--- src/rtl/cdb_arbiter_pkg.sv ---
// Shared widths and record type for the CDB wakeup arbiter and its per-FU skid buffers.
package cdb_arbiter_pkg;

  localparam int PREG_W    = 7;
  localparam int ROB_IDX_W = 4;
  localparam int CDB_PORTS = 3;

  typedef struct packed {
    logic [PREG_W-1:0]    tag;
    logic [ROB_IDX_W-1:0] rob_index;
  } cdb_entry_t;

  // Increment with wrap for moduli that need not be a power of two.
  function automatic int wrap_inc(input int idx, input int modulus);
    return (idx + 1 >= modulus) ? 0 : idx + 1;
  endfunction

endpackage

--- src/rtl/cdb_skid_fifo.sv ---
// Small FIFO that holds completed-tag records for one functional unit until a CDB slot frees up.
module cdb_skid_fifo
  import cdb_arbiter_pkg::*;
#(
  parameter int SKID_DEPTH = 2
)
(
  input  logic       clk,
  input  logic       reset,
  input  logic       flush,
  input  logic       push,
  input  cdb_entry_t push_data,
  input  logic       pop,
  output cdb_entry_t head,
  output logic       empty,
  output logic       full
);

  localparam int PTR_W = (SKID_DEPTH > 1) ? $clog2(SKID_DEPTH) : 1;
  localparam int CNT_W = $clog2(SKID_DEPTH) + 1;

  cdb_entry_t       mem [SKID_DEPTH];
  logic [PTR_W-1:0] head_ptr;
  logic [PTR_W-1:0] tail_ptr;
  logic [CNT_W-1:0] count;
  logic             do_push;
  logic             do_pop;

  assign full    = (count == CNT_W'(SKID_DEPTH));
  assign empty   = (count == '0);
  assign do_push = push && !full && !flush;
  assign do_pop  = pop && !empty && !flush;
  assign head    = mem[head_ptr];

  // A full buffer refuses a push even when it is being drained this cycle.
  always_ff @(posedge clk or posedge reset) begin
    if (reset) begin
      head_ptr <= '0;
      tail_ptr <= '0;
      count    <= '0;
    end else if (flush) begin
      head_ptr <= '0;
      tail_ptr <= '0;
      count    <= '0;
    end else begin
      if (do_push) begin
        tail_ptr <= PTR_W'(wrap_inc(int'(tail_ptr), SKID_DEPTH));
      end
      if (do_pop) begin
        head_ptr <= PTR_W'(wrap_inc(int'(head_ptr), SKID_DEPTH));
      end
      count <= count + CNT_W'(do_push) - CNT_W'(do_pop);
    end
  end

  always_ff @(posedge clk) begin
    if (do_push) begin
      mem[tail_ptr] <= push_data;
    end
  end

endmodule

--- src/rtl/cdb_arbiter.sv ---
// Round-robin sharing of the three registered CDB wakeup slots among N_FU completing units.
module cdb_arbiter
  import cdb_arbiter_pkg::*;
#(
  parameter int N_FU       = 4,
  parameter int SKID_DEPTH = 2
)
(
  input  logic                      clk,
  input  logic                      reset,
  input  logic                      flush,
  input  logic [N_FU-1:0]           fu_valid,
  input  logic [N_FU*PREG_W-1:0]    fu_tag,
  input  logic [N_FU*ROB_IDX_W-1:0] fu_rob,
  output logic [N_FU-1:0]           fu_ready,
  output logic [PREG_W-1:0]         reg1_rdy,
  output logic [PREG_W-1:0]         reg2_rdy,
  output logic [PREG_W-1:0]         reg3_rdy,
  output logic                      reg1_rdy_valid,
  output logic                      reg2_rdy_valid,
  output logic                      reg3_rdy_valid,
  output logic [ROB_IDX_W-1:0]      reg1_rob,
  output logic [ROB_IDX_W-1:0]      reg2_rob,
  output logic [ROB_IDX_W-1:0]      reg3_rob
);

  localparam int RR_W = $clog2(N_FU);

  logic [N_FU-1:0]      fifo_empty;
  logic [N_FU-1:0]      fifo_full;
  cdb_entry_t           fifo_head  [N_FU];
  cdb_entry_t           push_entry [N_FU];
  logic [RR_W-1:0]      scan_idx   [N_FU];
  logic [N_FU-1:0]      grant;
  logic [RR_W-1:0]      rr_ptr;
  logic [RR_W-1:0]      last_idx;
  logic [RR_W-1:0]      next_rr;
  logic [1:0]           n_grant;
  logic [CDB_PORTS-1:0] slot_valid;
  cdb_entry_t           slot_data  [CDB_PORTS];

  assign fu_ready = ~fifo_full;

  for (genvar g = 0; g < N_FU; g++) begin : g_fu
    assign push_entry[g] = {fu_tag[g*PREG_W +: PREG_W], fu_rob[g*ROB_IDX_W +: ROB_IDX_W]};
    assign scan_idx[g]   = RR_W'((int'(rr_ptr) + g) % N_FU);

    cdb_skid_fifo #(
      .SKID_DEPTH(SKID_DEPTH)
    ) u_fifo (
      .clk       (clk),
      .reset     (reset),
      .flush     (flush),
      .push      (fu_valid[g] & fu_ready[g]),
      .push_data (push_entry[g]),
      .pop       (grant[g]),
      .head      (fifo_head[g]),
      .empty     (fifo_empty[g]),
      .full      (fifo_full[g])
    );
  end

  // Walk FUs starting at rr_ptr; the first three non-empty buffers take slots 1..3 in scan order.
  always_comb begin
    grant    = '0;
    n_grant  = '0;
    last_idx = rr_ptr;
    for (int s = 0; s < CDB_PORTS; s++) begin
      slot_valid[s] = 1'b0;
      slot_data[s]  = '0;
    end
    for (int k = 0; k < N_FU; k++) begin
      if (!fifo_empty[scan_idx[k]] && (n_grant < 2'(CDB_PORTS))) begin
        grant[scan_idx[k]]  = 1'b1;
        slot_valid[n_grant] = 1'b1;
        slot_data[n_grant]  = fifo_head[scan_idx[k]];
        last_idx            = scan_idx[k];
        n_grant             = n_grant + 2'd1;
      end
    end
  end

  assign next_rr = RR_W'(wrap_inc(int'(last_idx), N_FU));

  always_ff @(posedge clk or posedge reset) begin
    if (reset) begin
      rr_ptr         <= '0;
      reg1_rdy_valid <= 1'b0;
      reg2_rdy_valid <= 1'b0;
      reg3_rdy_valid <= 1'b0;
      reg1_rdy       <= '0;
      reg2_rdy       <= '0;
      reg3_rdy       <= '0;
      reg1_rob       <= '0;
      reg2_rob       <= '0;
      reg3_rob       <= '0;
    end else if (flush) begin
      rr_ptr         <= '0;
      reg1_rdy_valid <= 1'b0;
      reg2_rdy_valid <= 1'b0;
      reg3_rdy_valid <= 1'b0;
      reg1_rdy       <= '0;
      reg2_rdy       <= '0;
      reg3_rdy       <= '0;
      reg1_rob       <= '0;
      reg2_rob       <= '0;
      reg3_rob       <= '0;
    end else begin
      if (|grant) begin
        rr_ptr <= next_rr;
      end
      reg1_rdy_valid <= slot_valid[0];
      reg2_rdy_valid <= slot_valid[1];
      reg3_rdy_valid <= slot_valid[2];
      reg1_rdy       <= slot_data[0].tag;
      reg2_rdy       <= slot_data[1].tag;
      reg3_rdy       <= slot_data[2].tag;
      reg1_rob       <= slot_data[0].rob_index;
      reg2_rob       <= slot_data[1].rob_index;
      reg3_rob       <= slot_data[2].rob_index;
    end
  end

endmodule
--- config.mk ---
export PLATFORM = sky130hd
export DESIGN_NAME = cdb_arbiter
export DESIGN_NICKNAME = d
export VERILOG_FILES = /design/src/rtl/cdb_arbiter_pkg.sv /design/src/rtl/cdb_skid_fifo.sv /design/src/rtl/cdb_arbiter.sv
export SDC_FILE = /design/constraint.sdc
export NUM_CORES = 1
export LEC_CHECK = 0
export BUFFER_PORTS_ARGS = -buffer_cell sky130_fd_sc_hd__buf_4
export CORE_UTILIZATION = 35
export CTS_CLUSTER_DIAMETER = 200
export DETAILED_ROUTE_END_ITERATION = 8
export MAX_ROUTING_LAYER = met4
export PLACE_DENSITY = 0.52
export RECOVER_POWER = 50
export SYNTH_ARGS = -nofsm -noshare
export SYNTH_HDL_FRONTEND = slang
export SYNTH_SLANG_ARGS = --single-unit
--- constraint.sdc ---
create_clock -name clk -period 12.95 [get_ports clk]
set_input_delay 1.295 -clock clk [delete_from_list [all_inputs] [get_ports clk]]
set_output_delay 1.295 -clock clk [all_outputs]
set_load 0.02 [all_outputs]
Yosys cells after proc, flatten, opt, wreduce, memory -nomap -nowiden
Memories as Yosys holds them, arrays and structs flattened. Index checks and enable logic that the tools add are counted.

Register bits: 54. Bits in writable memories: 88. Word-level logic and storage cells: 270. Input port bits: 51. Output and inout port bits: 40. Memories kept: 4.

Bitwise operators: 18. Mux-type cells: 109. Reductions and logical operators: 55. $lt $le $gt $ge: 36. Add/subtract/negate cells: 22. Eq/ne operators: 4.

Memories: g_fu[0].u_fifo.mem (depth 2, bits a word 11, rd ports 1, clocked after Yosys merged registers in 0, wr ports 1, line cdb_skid_fifo.sv:22) `cdb_entry_t mem [SKID_DEPTH];`; g_fu[1].u_fifo.mem (depth 2, bits a word 11, rd ports 1, clocked after Yosys merged registers in 0, wr ports 1, line cdb_skid_fifo.sv:22); g_fu[2].u_fifo.mem (depth 2, bits a word 11, rd ports 1, clocked after Yosys merged registers in 0, wr ports 1, line cdb_skid_fifo.sv:22); g_fu[3].u_fifo.mem (depth 2, bits a word 11, rd ports 1, clocked after Yosys merged registers in 0, wr ports 1, line cdb_skid_fifo.sv:22).

Operators by type and width (number): $mux W11 (12); $bwmux W33 (3); $mux W33 (3); $bmux W11 S2 (4); $demux W11 S2 (3); $mux W1 (48); $logic_and A1 B1 Y1 (29); $mux W4 (7); $ge A3 B3 Y1 const B (8); $mux W2 (12); $lt A2 B3 Y1 const B (7); $mux W7 (3); $not A2 Y3 (7); $reduce_bool A2 Y1 (9); $add A1 B1 Y2 const B (8); $ge A2 B2 Y1 const B (8); $demux W1 S2 (7); $ge A2 B1 Y1 const B (7); $logic_not A1 Y1 (12); $or A4 B4 Y4 (3); $lt A3 B1 Y1 const B (3); $mux W3 (3); $add A2 B1 Y2 (4); $bmux W1 S2 (4); 12 further kinds (30).

Longest topological paths before layout
Gate-level depths: netlist of run 1.

Depth after elaboration: 18. Mapped depth: 19. Mapped depth without buffers: 16.

Cells and area by module
Synthesis of run 1 repeated with hierarchy kept, for this count alone.

Cell total of the unflattened synthesis: 638. Area total of the unflattened synthesis: 7738.7 µm².

By module, submodules not included: cdb_skid_fifo (area an instance 1064.8 µm², instances 4, seq. area each 760.7 µm², cells an instance 60); cdb_arbiter (area an instance 3479.6 µm², instances 1, seq. area each 950.9 µm², cells an instance 398).

Worst setup path before layout of run 1
OpenSTA, ideal clock, no wires.

Kind: reg-to-reg. Start: register rr_ptr[1]. End: register g_fu[0].u_fifo.count[1]. Slack: 8.790 ns. Buffers on the path: 3. Arrival: 4.028 ns. Period minus slack after synthesis: 4.160 ns. Cell stages (with the launch flop): 19. Required time: 12.818 ns. Setup time: 0.132 ns. Cells stage by stage: dfrtp_1 inv_1 buf_1 clkbuf_1 ha_1 mux4_2 inv_2 ha_1 buf_2 a211oi_2 nor3_1 o21ai_0 nor2_1 ha_1 inv_1 ha_1 xor2_1 xnor2_1 nor2_1.

Cells in the longest elaborated chain, start to end: 16. Elaborated cells on any way between the ends: 56. Classes of those cells: add/sub: 6; order compare: 11; mux: 24; bitwise: 3; reduce/logical: 12.

Ends and longest elaborated chain: start, declared (line cdb_arbiter.sv:35) `logic [RR_W-1:0] rr_ptr;`; start signal, assigned (line cdb_arbiter.sv:110) `rr_ptr <= next_rr;`; $add A2 B1 Y2 or $bmux W1 S2 (tied branches) (line cdb_arbiter.sv:46, cdb_arbiter.sv:73); $bmux W1 S2 or $mux W1 (tied branches) (line cdb_arbiter.sv:73) `if (!fifo_empty[scan_idx[k]] && (n_grant < 2'(CDB_PORTS))) begin`; $mux W1 (not written as such) (line cdb_arbiter.sv:73); $logic_not A1 Y1 or $lt A2 B2 Y1 (tied branches) (line cdb_arbiter.sv:73); $logic_and A1 B1 Y1 (line cdb_arbiter.sv:73); $mux W2 (line cdb_arbiter.sv:73); $lt A2 B2 Y1 (line cdb_arbiter.sv:73); $logic_and A1 B1 Y1 (line cdb_arbiter.sv:73); $mux W2 (line cdb_arbiter.sv:73); $lt A2 B2 Y1 (line cdb_arbiter.sv:73); $logic_and A1 B1 Y1 (line cdb_arbiter.sv:73); $mux W4 (*) (line cdb_arbiter.sv:73); $logic_and A1 B1 Y1 (*) (2 in series) (line cdb_skid_fifo.sv:32) `assign do_pop = pop && !empty && !flush;`; $sub A2 B1 Y2 (*) (line cdb_skid_fifo.sv:52) `count <= count + CNT_W'(do_push) - CNT_W'(do_pop);`; $mux W2 (*) (line cdb_skid_fifo.sv:41) `end else if (flush) begin`; end signal, assigned (line cdb_skid_fifo.sv:52); end, declared (line cdb_skid_fifo.sv:25) `logic [CNT_W-1:0] count;`.

Mark *: on every way between the ends. The rest lies on a longest branch, timed or not. The select of a mux whose other input is x is not followed. A chain may end at the register's enable or synchronous reset.

Worst setup path after layout of run 1
Start: register rr_ptr[0]. End: register g_fu[0].u_fifo.count[1].

Same word-level chain as after synthesis.

==> results.toml, run 1 <==
[global_route]
grt_max_degree = 58
overflow = 0
grt_usage_pct = 17.43
grt_pass1_wl_mm = 27.70
grt_pass1_vias = 4803
antenna_found_initial = 0

[clock_network]
cts-htree-levels = 4
cts_tree = "yes"
clk-insertion-delay-late_ns = 0.43
post_cts_buffers = 0
cts.sinks = 142
cts-resized-gates = 0
numCtsBuffers = 17
clk_pin_slew_worst_paths_ns = 0.07
hold_buffers = 0
root_buffer = "clkbuf_16"
cts_max_path_buffers = 2

[worst_setup_path]
worst-path-buf-inv = 3
r2r_end = "g_fu[0].u_fifo.count[1]$_DFF_PP0_"
start_kind = "register"
r2r_setup_slack_ns = 8.42
cp.required_ns = 13.14
r2r_start = "rr_ptr[0]$_DFFE_PP0P_"
crit_top_cell = "ha_1"
path_cells = "inv_2, ha_1, mux4_2, inv_2, ha_1, a211oi_2, nor3_1, o21ai_0, nor2_1, ha_1, inv_1, ha_1, xor2_1, xnor2_1, nor2_1"
path_delay_family = "adder cells"
worstPathArrival_ns = 4.72
ff2ff_path_depth = 15
worstSetupPathType = "register to register"
slowest_delay_ns = 0.55
cp_slowest_cell = "inv_2"
worstPathMaxFanout = 30
endpoint_kind = "register"

[final_layout]
multi_input_area_mm2 = 0.003158
final_cell_mix = "mux2i_1 (101), edfxtp_1 (88), dfrtp_1 (53)"
drive_above_1_share_pct = 21.22
seq_area_mm2 = 0.003995
final_core_util_pct = 42.92
mostFrequentLayoutCell = "mux2i_1"
area_growth_pct = 18.97
fin_nets = 760
final.fill_count = 1951
antennaDiodeCount = 0
finalNonFillerCells = 977
fin_area_mm2 = 0.008796

[synth]
ys.flop_type = "edfxtp_1"
ys_warn_count = 0
ys_types = 49
synth-edff-count = 88
postSynthCellCount = 616
synth_seq_cells = 142
syn_nets = 682
syn_area_mm2 = 0.007393
avgSynthCellArea_um2 = 12.00
yosysSeqAreaShare_pct = 54.02
async_flop_share_pct = 38.03

[placement]
pre_cts_ws_ns = 8.676
port_buffers = 90
placed_cell_area_mm2 = 0.008294
hpwl_mm = 13.13
gp_congestion = 0.8448
dpl.cell_count = 945

[detailed_routing]
routedWlPerCell_um = 18.03
viasPerCell = 5.117
dr.pass1.iters = 5
postRouteWirelength_mm = 17.61
via_count = 4999
drc = 0
antenna_left = 0
dr.first_iter.drc_count = 495

[floorplan]
die_area_mm2 = 0.02171
die_width_um = 147.3
die_height_um = 147.3
start_util_pct = 36.07
core_mm2 = 0.02049
fp-row-count = 52
pin_count = 91

[hold_path]
holdPathStages = 2
holdCritPathClass = "register to register"
hp-start = "g_fu[2].u_fifo.tail_ptr$_DFFE_PP0P_"
holdPathEnd = "g_fu[2].u_fifo.tail_ptr$_DFFE_PP0P_"

[power_and_ir_drop]
leakage_nw = 3.504
ir_worst_vdd_uv = 120.4
power.total_mw = 2.138
power.density_mw_per_mm2 = 243.1

[sta]
tightest_slew_ns = 3.092
timing.setup.tns_ns = 0
worst_clock_skew_ns = 0.01194
rsz0062_at_grt = "false"
finalHoldViolCount = 0
setup_violations = 0
clock.fmax_mhz = 220.6
whs_ns = 0.5600
post-route-period-util_pct = 35.00
slew_viol_final = 113
slew_headroom_pct = -106.2
fin_crit_ns = 4.533
layout_setup_ws_ns = 8.417

[outcome]
violations = "max-capacitance violations, max-slew violations"
status = "complete, but fails checks"

[job]
maxCapViolCount = 2
[final cells by class]
| cell class | count | area share, % |
|---|---|---|
| Sequential cell | 142 | 45.42 |
| Clock inverter | 14 | 1.764 |
| Tap cell | 270 | 3.841 |
| Timing Repair Buffer | 99 | 7.511 |
| Inverter | 16 | 0.6828 |
| Multi-Input combinational cell | 418 | 35.90 |
| Clock buffer | 18 | 4.879 |
[worst register-to-register path, delay by kind of cell, from the launching register on]
family / cells / cell delay, ns
xor gates and xnor gates: 2 / 0.28
AOI/OAI and AO/OA: 2 / 0.76
adders and majority gates: 4 / 1.32
and+or+nand+nor: 3 / 0.27
muxes: 1 / 0.47
DFF: 1 / 0.41
buffers and inverters: 3 / 0.80
[flip-flops by register name, summed over array words and instances, names as in the netlist, 2 cells and up]
signal,count
reg3_rdy,7
g_fu.u_fifo.count,8
g_fu.u_fifo.head_ptr,4
reg2_rob,4
reg3_rob,4
reg1_rdy,7
reg1_rob,4
g_fu.u_fifo.mem,88
reg2_rdy,7
rr_ptr,2
g_fu.u_fifo.tail_ptr,4
[cells in the mapped netlist (3+ instances only)]
master / number / share of area [%]
a211oi_1: 15 / 1.5
a211oi_2: 12 / 2.0
a21oi_1: 18 / 1.2
a222oi_1: 3 / 0.41
and2_1: 6 / 0.51
buf_1: 15 / 0.76
buf_2: 8 / 0.54
buf_6: 3 / 0.46
clkbuf_1: 13 / 0.66
dfrtp_1: 54 / 18
edfxtp_1: 88 / 36
ha_1: 15 / 2.5
inv_1: 13 / 0.66
inv_2: 3 / 0.15
mux2_2: 4 / 0.61
mux2i_1: 101 / 14
mux4_2: 8 / 2.4
nand2_1: 51 / 2.6
nand3_1: 5 / 0.34
nor2_1: 48 / 2.4
nor2b_1: 17 / 1.4
nor3_1: 15 / 1.0
o211ai_1: 14 / 1.4
o21ai_0: 5 / 0.34
o21ai_1: 3 / 0.20
o221ai_1: 10 / 1.2
o22ai_1: 15 / 1.3
or2_1: 5 / 0.42
or2_2: 10 / 0.85
xnor2_1: 5 / 0.59
xor2_1: 12 / 1.4
[logic make-up after synthesis]
family | count (synthesis) | share of synthesized area (%)
muxes | 113 | 16.72
adders and majority gates | 15 | 2.539
DFF | 142 | 54.02
AOI/OAI and AO/OA | 107 | 10.92
xor gates and xnor gates | 17 | 2.014
buffers and inverters | 56 | 3.334
and+or+nand+nor | 166 | 10.46
[report_power, final]
part,switching (mW),internal (mW),leakage (nW),total [mW]
Sequential,0.0439,0.545,1.54,0.589
Combinational,0.659,0.410,1.69,1.07
Clock,0.209,0.272,0.276,0.480
Total,0.911,1.23,3.50,2.14
[layer usage]
layer	routed length (µm)	GRT usage [%]
met5	0	-
met3	851	3.882
met2	7415	24.01
met4	198	4.845
met1	9147	25.50
[worst max-delay path by stage]
stage | startpoint | end | slack (ns) | depth (start not counted)
after floorplan | rr_ptr[1]$_DFFE_PP0P_ | g_fu[0].u_fifo.count[1]$_DFF_PP0_ | 8.79 | 18
after global placement | rr_ptr[0]$_DFFE_PP0P_ | g_fu[0].u_fifo.count[1]$_DFF_PP0_ | 8.80 | 15
after detailed placement | rr_ptr[0]$_DFFE_PP0P_ | g_fu[0].u_fifo.count[1]$_DFF_PP0_ | 8.68 | 15
after CTS | rr_ptr[0]$_DFFE_PP0P_ | g_fu[0].u_fifo.count[1]$_DFF_PP0_ | 8.65 | 15
after global routing | rr_ptr[0]$_DFFE_PP0P_ | g_fu[1].u_fifo.count[1]$_DFF_PP0_ | 8.16 | 15
final | rr_ptr[0]$_DFFE_PP0P_ | g_fu[0].u_fifo.count[1]$_DFF_PP0_ | 8.42 | 15
Note: power is estimated with default switching activity, not from simulation.
==> inputs of run 2 (changes only) <==
--- a/config.mk
+++ b/config.mk
@@ -10,7 +10,7 @@
 export CTS_CLUSTER_DIAMETER = 200
 export DETAILED_ROUTE_END_ITERATION = 8
 export MAX_ROUTING_LAYER = met4
-export PLACE_DENSITY = 0.52
+export PLACE_DENSITY = 0.54
 export RECOVER_POWER = 50
 export SYNTH_ARGS = -nofsm -noshare
 export SYNTH_HDL_FRONTEND = slang
==> constraint.sdc (replaced) <==
create_clock -name clk -period 3.6 [get_ports clk]
set_input_delay 0.36 -clock clk [delete_from_list [all_inputs] [get_ports clk]]
set_output_delay 0.36 -clock clk [all_outputs]
set_load 0.02 [all_outputs]
==> run 2 against run 1 <==
Net effect: the run still ends with max-capacitance violations, max-slew violations left; routed wire length down 0.32%; count of clock-buffer cells in the layout down 1; non-clock buffer count up 9; largest power group unchanged; critical endpoint unchanged; sequential power rose to 3.6 times the previous value.
==> results.toml, run 2 (same netlist as run 1, synthesis figures left out) <==
[worst_setup_path]
start_kind = "register"
worstPathArrival_ns = 3.70
cp.required_ns = 3.89
worstPathMaxFanout = 10
worstSetupPathType = "register to register"
endpoint_kind = "register"

[clock_network]
numCtsBuffers = 17
cts_tree = "yes"
hold_buffers = 0
cts_max_path_buffers = 2
clk-insertion-delay-late_ns = 0.44
clk_pin_slew_worst_paths_ns = 0.07
cts-htree-levels = 4
root_buffer = "clkbuf_16"
cts.sinks = 142

[final_layout]
final_cell_mix = "mux2i_1 (101), edfxtp_1 (88), dfrtp_1 (53)"
top_register = "g_fu.u_fifo.mem"
fin_nets = 769
antennaDiodeCount = 0
final_core_util_pct = 43.16
drive_above_1_share_pct = 20.81
mostFrequentLayoutCell = "mux2i_1"
final.fill_count = 1924
seq_area_mm2 = 0.003995
area_growth_pct = 19.65
largest_register_ffs = 88
multi_input_area_mm2 = 0.003181
top_regs = "g_fu.u_fifo.mem: 88 flops, g_fu.u_fifo.count: 8 flops"

[power_and_ir_drop]
power.density_mw_per_mm2 = 882.3
leakage_nw = 3.507
ir_worst_vdd_uv = 475.0

[sta]
finalHoldViolCount = 0
slew_viol_final = 55
tightest_slew_ns = 2.061
clock.fmax_mhz = 293.2
timing.setup.tns_ns = 0
slew_headroom_pct = -37.56
setup_violations = 0
layout_setup_ws_ns = 0.1896
fin_crit_ns = 3.410
post-route-period-util_pct = 94.73
worst_clock_skew_ns = 0.01606
rsz0062_at_grt = "false"

[global_route]
grt_max_degree = 58
antenna_found_initial = 0
overflow = 0
grt_pass1_vias = 4829
grt_usage_pct = 17.79
grt_pass1_wl_mm = 27.96

[floorplan]
die_area_mm2 = 0.02171
die_width_um = 147.3
pin_count = 91
core_mm2 = 0.02049
die_height_um = 147.3
start_util_pct = 36.07
fp-row-count = 52

[hold_path]
holdCritPathClass = "input port to register"

[placement]
port_buffers = 90
gp_congestion = 0.8902
hpwl_mm = 13.09
pre_cts_ws_ns = 0.1931

[job]
maxCapViolCount = 1

[detailed_routing]
postRouteWirelength_mm = 17.56
drc = 0
antenna_left = 0
routedWlPerCell_um = 17.81
dr.pass1.iters = 6
dr.first_iter.drc_count = 417
via_count = 5025
viasPerCell = 5.096

[outcome]
violations = "max-capacitance violations, max-slew violations"
status = "complete, but fails checks"
[run 2: cell types whose count changed in the layout (fill, tap and decap cells not counted), sizes merged]
cell / change
buf: -3
clkinv: +1
clkinvlp: -3
inv: +3
clkbuf: +11
[run 2: where the power goes]
group          internal, mW  switching, mW  leakage (nW)
Clock                 0.987          0.787         0.293
Sequential             1.96          0.168          1.54
Combinational          1.55           2.36          1.68
Total                  4.49           3.31          3.51
[run 2: critical path, stage by stage (launching register included)]
cell	delay (ns)
dfrtp_2	0.45
inv_2	0.05
ha_1	0.31
mux4_2	0.34
inv_4	0.13
ha_2	0.34
a211oi_4	0.32
nor3_1	0.13
o21ai_1	0.27
nor2_1	0.07
ha_1	0.29
inv_1	0.04
ha_1	0.17
xor2_1	0.16
xnor2_1	0.13
nor2_1	0.06
[run 2: area by class of cell]
type | instances | share of cell area (%)
flip-flops and latches | 142 | 45.16
multi-input cells | 418 | 35.95
repair buffers | 108 | 7.638
clock buffers | 17 | 4.809
well taps | 270 | 3.819
clock inverters | 15 | 1.909
inverters | 16 | 0.7072
[run 2: final timing paths]
check,startpoint,end,slack [ns],depth (start not counted)
min reg2reg,g_fu[1].u_fifo.tail_ptr$_DFFE_PP0P_,g_fu[1].u_fifo.tail_ptr$_DFFE_PP0P_,0.56,2
min,fu_tag[1],g_fu[0].u_fifo.mem[0][5]$_DFFE_PP_,0.13,1
max,rr_ptr[0]$_DFFE_PP0P_,g_fu[0].u_fifo.count[1]$_DFF_PP0_,0.19,15
min in group asynchronous,reset,reg2_rdy[6]$_DFF_PP0_,0.63,2
max in group asynchronous,reset,rr_ptr[0]$_DFFE_PP0P_,1.65,2
max reg2reg,rr_ptr[0]$_DFFE_PP0P_,g_fu[0].u_fifo.count[1]$_DFF_PP0_,0.19,15
[run 2: per-stage QoR]
| stage | instance area, µm² | power, mW | hold slack [ns] | instances |
|---|---|---|---|---|
| 2_1_floorplan | 7422 | 5.086 | 0.4589 | 616 |
| 6_report | 8846 | 7.804 | 0.1303 | 986 |
| 3_3_place_gp | 8372 | 5.985 | 0.5431 | 954 |
| 3_5_place_dp | 8372 | 6.037 | 0.5457 | 954 |
| 4_1_cts | 8966 | 7.822 | 0.08846 | 986 |
| 5_1_grt | 8846 | 8.342 | 0.1149 | 986 |
[run 2: repair_timing]
item,CTS,global route
buffers inserted,0,0
setup endpoints to repair,0,3
resized for setup,0,6
[run 2: layer usage]
| layer | GRT usage, % | share of wire [%] |
|---|---|---|
| met1 | 25.89 | 51 |
| met2 | 24.60 | 43 |
| met3 | 3.665 | 4.7 |
| met4 | 5.567 | 1.2 |
| met5 | - | 0 |
==> inputs of run 3 (changes only) <==
--- a/config.mk
+++ b/config.mk
@@ -10,7 +10,7 @@
 export CTS_CLUSTER_DIAMETER = 200
 export DETAILED_ROUTE_END_ITERATION = 8
 export MAX_ROUTING_LAYER = met4
-export PLACE_DENSITY = 0.54
+export PLACE_DENSITY = 0.6
 export RECOVER_POWER = 50
 export SYNTH_ARGS = -nofsm -noshare
 export SYNTH_HDL_FRONTEND = slang
==> run 3 against run 2 <==
Net effect: the flow now finishes without violations; count of clock-buffer cells in the layout unchanged; register-to-register slack improved by 0.04 ns; setup slack improved by 0.036 ns; sequential cell count unchanged; first-iteration DRC count increased by 6.0%; sequential share of layout area increased by 0.46 points; critical path type unchanged; critical endpoint unchanged; largest cell class unchanged; largest power group unchanged.
==> results.toml, run 3 (same netlist as run 1, synthesis figures left out) <==
[outcome]
status = "finished, final reports clean"

[sta]
slew_viol_final = 0
setup_violations = 0
clock.fmax_mhz = 296.3
rsz0062_at_grt = "false"
slew_headroom_pct = 45.01
tightest_slew_ns = 0.8240
post-route-period-util_pct = 93.74
whs_ns = 0.1370
worst_clock_skew_ns = 0.01153
finalHoldViolCount = 0
timing.setup.tns_ns = 0
layout_setup_ws_ns = 0.2252
fin_crit_ns = 3.375

[detailed_routing]
viasPerCell = 5.124
dr.first_iter.drc_count = 442
routedWlPerCell_um = 17.90
drc = 0
postRouteWirelength_mm = 17.65
via_count = 5052
antenna_left = 0
dr.pass1.iters = 5

[floorplan]
fp-row-count = 52
die_area_mm2 = 0.02171
core_mm2 = 0.02049
start_util_pct = 36.07
die_width_um = 147.3
pin_count = 91
die_height_um = 147.3

[clock_network]
root_buffer = "clkbuf_16"
clk_pin_slew_worst_paths_ns = 0.07
clk-insertion-delay-late_ns = 0.43
post_cts_buffers = 0
cts-htree-levels = 4
cts.sinks = 142
numCtsBuffers = 17
cts_max_path_buffers = 2
cts_tree = "yes"

[worst_setup_path]
r2r_end = "g_fu[0].u_fifo.count[1]$_DFF_PP0_"
r2r_start = "rr_ptr[0]$_DFFE_PP0P_"
r2r_setup_slack_ns = 0.23
cp.required_ns = 3.88
worstSetupPathType = "register to register"
endpoint_kind = "register"
ff2ff_path_depth = 15
start_kind = "register"
worstPathArrival_ns = 3.66
worstPathMaxFanout = 10

[power_and_ir_drop]
leakage_nw = 3.410
p_sw_mw = 3.335
combPwrFrac_pct = 49.3
p_sw_share_pct = 42.84
ir_worst_vdd_uv = 511.7
p_int_mw = 4.449
p_clk_share_pct = 23.4
pwr-share-seq_pct = 27.3
power.density_mw_per_mm2 = 888.8

[global_route]
overflow = 0
grt_pass1_wl_mm = 28.23
grt_pass1_vias = 5082
grt_usage_pct = 17.57
antenna_found_initial = 0
grt_max_degree = 58

[final_layout]
fin_area_mm2 = 0.008757
mostFrequentLayoutCell = "mux2i_1"
top_regs = "g_fu.u_fifo.mem: 88 flops, g_fu.u_fifo.count: 8 flops"
area_growth_pct = 18.45
antennaDiodeCount = 0
drive_above_1_share_pct = 16.90
final_cell_mix = "mux2i_1 (101), edfxtp_1 (88), clkbuf_1 (62)"
final.fill_count = 1949
largest_register_ffs = 88
finalNonFillerCells = 986
top_register = "g_fu.u_fifo.mem"
fin_nets = 769

[hold_path]
holdPathEnd = "g_fu[0].u_fifo.mem[0][8]$_DFFE_PP_"
holdPathStages = 1
holdCritPathClass = "input port to register"
hp-start = "fu_tag[4]"

[job]
maxCapViolCount = 0

[placement]
pre_cts_ws_ns = 0.2261
hpwl_mm = 13.36
placed_cell_area_mm2 = 0.008359
dpl.cell_count = 953
port_buffers = 90
gp_congestion = 0.8845
-- run 3: cell count changes in the layout (fill, tap and decap cells not counted), moves of 2 or more --
cell	before	now
inv_8	4	8
clkbuf_1	37	62
buf_4	47	24
clkinv_4	2	0
clkbuf_4	23	21
-- run 3: worst max-delay path: stages (launching register included) --
cell      delay [ns]
dfrtp_2         0.43
inv_2           0.05
ha_1            0.31
mux4_2          0.34
inv_4           0.12
ha_1            0.34
a211oi_4        0.33
nor3_1          0.13
o21ai_1         0.24
nor2_1          0.07
ha_1            0.29
inv_1           0.06
ha_1            0.15
xor2_1          0.17
xnor2_1         0.13
nor2_1          0.05
-- run 3: layer usage --
| metal | vias to the layer above | track usage, % | wire (µm) |
|---|---|---|---|
| met4 | 0 | 5.309 | 211 |
| met3 | 14 | 3.727 | 850 |
| met2 | 144 | 24.91 | 7634 |
| li1 | 2462 | - | - |
| met5 | - | - | 0 |
| met1 | 2432 | 25.05 | 8953 |
-- run 3: repair_timing --
item	4_1_cts	5_1_grt
hold buffers	1	0
resized for setup	0	3
hold endpoints to repair	18	0
setup endpoints to repair	0	4
-- run 3: worst max path at each step --
stage,slack [ns],start,to
after floorplan,0.01,rr_ptr[1]$_DFFE_PP0P_,g_fu[0].u_fifo.count[1]$_DFF_PP0_
after global placement,0.36,rr_ptr[0]$_DFFE_PP0P_,g_fu[0].u_fifo.count[1]$_DFF_PP0_
after detailed placement,0.23,g_fu[1].u_fifo.count[1]$_DFF_PP0_,g_fu[3].u_fifo.count[1]$_DFF_PP0_
after CTS,0.21,g_fu[1].u_fifo.count[1]$_DFF_PP0_,g_fu[3].u_fifo.count[1]$_DFF_PP0_
after global routing,0.01,rr_ptr[0]$_DFFE_PP0P_,g_fu[3].u_fifo.count[1]$_DFF_PP0_
final,0.23,rr_ptr[0]$_DFFE_PP0P_,g_fu[0].u_fifo.count[1]$_DFF_PP0_
-- run 3: stage by stage --
stage	power, mW	util [%]
after global placement	5.901	40.79
after CTS	7.852	43.82
final	7.784	42.73
after global routing	8.295	42.73
after floorplan	5.086	-
after detailed placement	6.010	40.79
-- run 3: cell type report --
| cell class | count | area [µm²] | share of cell area (%) |
|---|---|---|---|
| repair buffers | 108 | 580.6 | 6.630 |
| clock inverters | 15 | 186.4 | 2.129 |
| flip-flops and latches | 142 | 3995 | 45.62 |
| clock buffers | 17 | 425.4 | 4.858 |
| well taps | 270 | 337.8 | 3.858 |
| inverters | 16 | 62.56 | 0.7144 |
| multi-input cells | 418 | 3169 | 36.19 |
-- run 3: power by group through the flow --
stage | logic, mW | registers [mW] | clock network (mW)
global route | 4.20 | 2.16 | 1.94
finish | 3.84 | 2.13 | 1.82
global placement | 3.75 | 2.15 | 0
CTS | 3.86 | 2.13 | 1.86
detailed placement | 3.84 | 2.17 | 0
floorplan | 2.93 | 2.16 | 0
